[config.mk]
export PLATFORM = sky130hd
export DESIGN_NAME = fib_index
export DESIGN_NICKNAME = d
export VERILOG_FILES = /design/src/rtl/fib_index.sv
export SDC_FILE = /design/constraint.sdc
export NUM_CORES = 1
export LEC_CHECK = 0
export ABC_AREA = 1
export CAP_MARGIN = 0
export CORE_ASPECT_RATIO = 0.8
export CORE_MARGIN = 10
export CORE_UTILIZATION = 65
export CTS_CLUSTER_DIAMETER = 80
export DETAILED_ROUTE_END_ITERATION = 8
export PLACE_DENSITY_LB_ADDON = 0.3
export SETUP_SLACK_MARGIN = 0.15
export SLEW_MARGIN = 20
export SYNTH_ARGS = -nofsm -noshare
export SYNTH_HDL_FRONTEND = slang
export SYNTH_SLANG_ARGS = --single-unit
[constraint.sdc]
create_clock -name clk -period 3.47 [get_ports clk]
set_input_delay 0.8675 -clock clk [delete_from_list [all_inputs] [get_ports clk]]
set_output_delay 0.8675 -clock clk [all_outputs]
set_load 0.05 [all_outputs]
[src/rtl/fib_index.sv]
// rtl/fib_index.sv - Fibonacci index search: classifies a 32-bit value and reports its index (optional FIB_INDEX_PREV_EN adds prev_fib)
module fib_index (
  input  logic        clk,
  input  logic        reset,
  input  logic        start,
  input  logic [31:0] value,
  output logic        busy,
  output logic        done,
  output logic        is_fib,
  output logic [5:0]  n
`ifdef FIB_INDEX_PREV_EN
  ,
  output logic [31:0] prev_fib
`endif
);

  typedef enum logic [1:0] {
    IDLE   = 2'd0,
    SEARCH = 2'd1,
    DONE   = 2'd2
  } state_t;

  localparam logic [5:0] K_LAST   = 6'd47;
  localparam logic [5:0] K_OUTRNG = 6'd48;

  state_t      state, state_nxt;
  logic [31:0] target, target_nxt;
  logic [31:0] a, a_nxt;
  logic [32:0] b, b_nxt;
  logic [5:0]  k, k_nxt;
  logic        is_fib_nxt;
  logic [5:0]  n_nxt;

  // Termination conditions, in priority order: match, overshoot, index exhausted
  logic hit_eq, hit_gt, hit_end;
  assign hit_eq  = (a == target);
  assign hit_gt  = (a > target);
  assign hit_end = (k == K_LAST);

  // Status flags are pure decodes of the state register
  assign busy = (state == SEARCH);
  assign done = (state == DONE);

  // Next-state and datapath update: accept a query, or advance/terminate the search
  always_comb begin
    state_nxt  = state;
    target_nxt = target;
    a_nxt      = a;
    b_nxt      = b;
    k_nxt      = k;
    is_fib_nxt = is_fib;
    n_nxt      = n;
    case (state)
      IDLE, DONE: begin
        if (start) begin
          target_nxt = value;
          a_nxt      = 32'd0;
          b_nxt      = 33'd1;
          k_nxt      = 6'd0;
          state_nxt  = SEARCH;
        end
      end
      SEARCH: begin
        if (hit_eq) begin
          is_fib_nxt = 1'b1;
          n_nxt      = k;
          state_nxt  = DONE;
        end else if (hit_gt) begin
          is_fib_nxt = 1'b0;
          n_nxt      = k;
          state_nxt  = DONE;
        end else if (hit_end) begin
          // a = F(47) is still below target: nothing representable matches
          is_fib_nxt = 1'b0;
          n_nxt      = K_OUTRNG;
          state_nxt  = DONE;
        end else begin
          // b may carry into bit 32 only after k=46; that value is never moved into a
          a_nxt = b[31:0];
          b_nxt = {1'b0, a} + b;
          k_nxt = k + 6'd1;
        end
      end
      default: state_nxt = IDLE;
    endcase
  end

  // State and datapath registers with synchronous active-low reset
  always_ff @(posedge clk) begin
    if (!reset) begin
      state  <= IDLE;
      target <= 32'd0;
      a      <= 32'd0;
      b      <= 33'd1;
      k      <= 6'd0;
      is_fib <= 1'b0;
      n      <= 6'd0;
    end else begin
      state  <= state_nxt;
      target <= target_nxt;
      a      <= a_nxt;
      b      <= b_nxt;
      k      <= k_nxt;
      is_fib <= is_fib_nxt;
      n      <= n_nxt;
    end
  end

`ifdef FIB_INDEX_PREV_EN
  logic [31:0] prev_nxt;
  logic [31:0] b_lo;
  assign b_lo = b[31:0];

  // Largest Fibonacci number not above the query; F(k-1) = F(k+1) - F(k) holds modulo 2^32
  always_comb begin
    prev_nxt = prev_fib;
    if (state == SEARCH) begin
      if (hit_eq) begin
        prev_nxt = target;
      end else if (hit_gt) begin
        prev_nxt = b_lo - a;
      end else if (hit_end) begin
        prev_nxt = a;
      end
    end
  end

  // prev_fib register, loaded on entry to DONE
  always_ff @(posedge clk) begin
    if (!reset) begin
      prev_fib <= 32'd0;
    end else begin
      prev_fib <= prev_nxt;
    end
  end
`endif

endmodule

======== Word level (Yosys, flattened, before mapping) ========
Index checks and enable logic that the tools add are counted.
Widths: inputs -> output; s select.
word-level totals
  memory bits (read-only) ................. 0
  memories kept ........................... 0
  latch bits .............................. 0
  register bits ........................... 112
  bits of input ports ..................... 35
  bits in writable memories ............... 0
  logic and storage cells ................. 53
cells by class
  equality and inequality tests ........... 9
  divide/modulo/power cells ............... 0
  reductions and logical operators ........ 8
  mux-type cells .......................... 26
  multipliers ............................. 0
  shift operators ......................... 0
  magnitude comparators ................... 1
  $add $sub $neg .......................... 2
  bitwise operators ....................... 0
operators by type and width
  cell                 number
  $mux 33              4
  $mux 32              4
  $pmux 33 s2          1
  $pmux 32 s2          1
  $mux 6               7
  $add 32x33->33       1
  $eq 32x32->1         1
  $gt 32x32->1         1
  $pmux 6 s2           1
  $mux 2               4
  $ne 2x2->1 const B   4
  $add 6x1->6 const B  1
  $eq 6x6->1 const B   1
  $reduce_and 2->1     3
  $reduce_and 5->1     1
  $ne 4x1->1 const B   1
  $pmux 2 s2           1
  $mux 1               3
  $reduce_bool 3->1    1
  $eq 2x1->1 const B   1
  $eq 2x2->1 const B   1
  $logic_not 2->1      1
  $reduce_bool 2->1    1
  $reduce_or 2->1      1

======== Longest topological paths before layout ========
  depth in word-level cells ............... 5
  gate-level depth with buffers ........... 18

======== Worst setup path after synthesis ========
OpenSTA, ideal clock, no wires.
  path kind ............................... flip-flop to output port
  start ................................... register state[0]
  end ..................................... output port busy
  cell stages (with the launch flop) ...... 4
  arrival time ............................ 1.174 ns
  data required time ...................... 2.602 ns
  slack ................................... 1.429 ns
  cells stage by stage .................... dfxtp_1 > inv_1 > nor2_1 > clkbuf_1
on the way
  longest elaborated chain between the ends .. 1
RTL lines
  what                    RTL line  RTL
  start, declared         26        state_t state, state_nxt;
  start signal, assigned  99        state <= state_nxt;
  $eq 2x1->1              41        assign busy = (state == SEARCH);
  end, declared           7         output logic busy,
No other way between the ends.

======== Worst setup path in the final report ========
Ends and elaborated chain as after synthesis.

==> qor.yml <==
outcome: "finished, final reports clean"
grt.total_usage: 0.241
dp_slack_ns: 0.918
ys_seq_area_frac: 0.295
drive_gt1_frac: 0.0677
hold_depth: 2
crit_chain: "inv_1 > nor2_1 > buf_4 > clkdlybuf4s50_1"
drtIter0Drc: 888
p_total_uw: 4100
start_util: 0.658
start_kind: "flip-flop"
core_mm2: 0.0114
postCtsSetupRepairBufs: 0
rsz0062_at_grt: "no"
peakVddDrop_uv: 341
skew_ns: 0.0155
r2r_cells: 13
dp_hpwl_um: 14700
multi_input_area_mm2: 0.00447
setup_tns_ns: 0
die_x_um: 140
drtPass1Iterations: 7
postCtsResizedCells: 0
num_rows: 35
synth_top_area_share: 0.295
cts_buffers: 9
finalCriticalPeriod_ns: 2.86
synth-async-reset-ratio: 0
drc: 0
antenna_left: 0
grt_pass1_vias: 6742
ys.flop_type: "dfxtp_1"
fillers: 915
clkTransAtPathRegs_ns: 0.09
antenna_found_initial: 0
worst_ep_required_time_ns: 2.60
vias: 7238
finalHoldViolCount: 0
die_height_um: 116
grt_overflow: 0
h-tree-depth: 3
hold_ws_ns: 0.467
max_slew_margin: 0.516
setup-violations-final: 0
final.setup.worst_slack_ns: 0.606
ys_warn_count: 0
arrival_ns: 2.00
layout.nets: 1262
syn_area_per_cell_um2: 6.59
pin_count: 44
grt_pass1_wl_um: 32800
slowest_delay_ns: 0.83
seq_area_mm2: 0.00222
hold_buffers: 0
cts-root-buf: "clkbuf_16"
dieArea_mm2: 0.0163
crit_type: "flip-flop to output pin"
portBuffers: 43
grt_max_degree: 76
synth.area.top_cells: "dfxtp_1 30%, nand2_1 18%, ha_1 11%"
synth_edf_count: 0
fin_area_mm2: 0.00832
crit_fanout: 11
dpl_cell_area_mm2: 0.00799
viasPerCell: 5.50
synth-seq-cells: 111
min_path_type: "flip-flop to flip-flop"
leakage_uw: 0.00412
cp.depth: 4
synth_most_common_cell: "nand2_1"
fmax_ghz: 0.349
cts_buffer_depth: 2
yosys.cell_types.count: 35
gp_congestion: 1.01
syn_area_mm2: 0.00752
tritoncts: "built"
insertion_delay_ns: 0.36
path_delay_family: "buffers and inverters"
p_per_area_mw_per_mm2: 493
path_buf_inv: 3
drt-total-wl_um: 19500
synth_common_cells: "353 x nand2_1, 157 x inv_1, 111 x dfxtp_1"
syn_to_final_growth_pct: 10.5
tightest_slew_ns: 0.726
cp-end-kind: "output pin"
period_share: 0.825
cts_sinks: 111
wl_per_cell_um: 14.9
antenna_cells: 0
synth_nets: 1241
crit_path_top_delay_cell: "clkdlybuf4s50_1"
postSynthCellCount: 1141
yosysTopAreaCell: "dfxtp_1"
report.final.slew_viol_count: 0
maxCapViolCount: 0
sequential cells by signal, summed over array words and instances, names as in the netlist:
register,flops
n,6
k,6
b,32
is_fib,1
state,2
target,32
a,32
area by class of cell:
class,instances,share of cell area
Clock inverter,6,0.0101
Timing Repair Buffer,52,0.0623
Tap cell,148,0.0223
Clock buffer,10,0.0287
Sequential cell,111,0.267
Inverter,159,0.0719
Multi-Input combinational cell,829,0.538
layout by cell type, fill, tap and decap left out, drive strengths merged, types with 3 or more instances in the layout:
cell type / n
clkinv: 4
xor2: 21
dfxtp: 111
o21bai: 3
nand3: 115
nand3b: 7
nor3: 6
clkbuf: 10
a21oi: 121
o21ai: 42
nor2: 80
nand4: 6
buf: 10
nand2: 357
clkdlybuf4s50: 42
inv: 160
ha: 64
worst min-delay path: stages (launching register included):
cell	delay [ns]
dfxtp_1	0.30
inv_1	0.06
a21oi_1	0.06
where the power goes:
part	switching (uW)	internal, uW
Sequential	131	1420
Combinational	963	471
Clock	516	599
Total	1610	2490
routing by layer:
| metal | global-route usage | part of all wire |
|---|---|---|
| met1 | 0.348 | 0.49 |
| met2 | 0.361 | 0.41 |
| met3 | 0.0512 | 0.088 |
| met4 | 0.0508 | 0.015 |
| met5 | 0 | 0 |
logic make-up after synthesis:
| group | synth area share |
|---|---|
| compound gates | 0.125 |
| xor+xnor | 0.0244 |
| fa+ha+maj | 0.109 |
| buf+inv | 0.111 |
| flops | 0.295 |
| simple gates | 0.335 |
path summary, 6_finish.rpt:
kind,to,slack (ns),startpoint
max,busy,0.61,state[0]
max reg2reg,a[11],0.90,target[26]
min reg2reg,target[24],0.47,target[24]
min,target[24],0.47,target[24]
stage by stage:
step / util / std cells
4_1_cts: 0.728 / 1315
3_3_place_gp: 0.699 / 1299
6_report: 0.728 / 1315
5_1_grt: 0.728 / 1315
2_1_floorplan: - / 1141
3_5_place_dp: 0.699 / 1299
(Power assumes the default switching activity.)
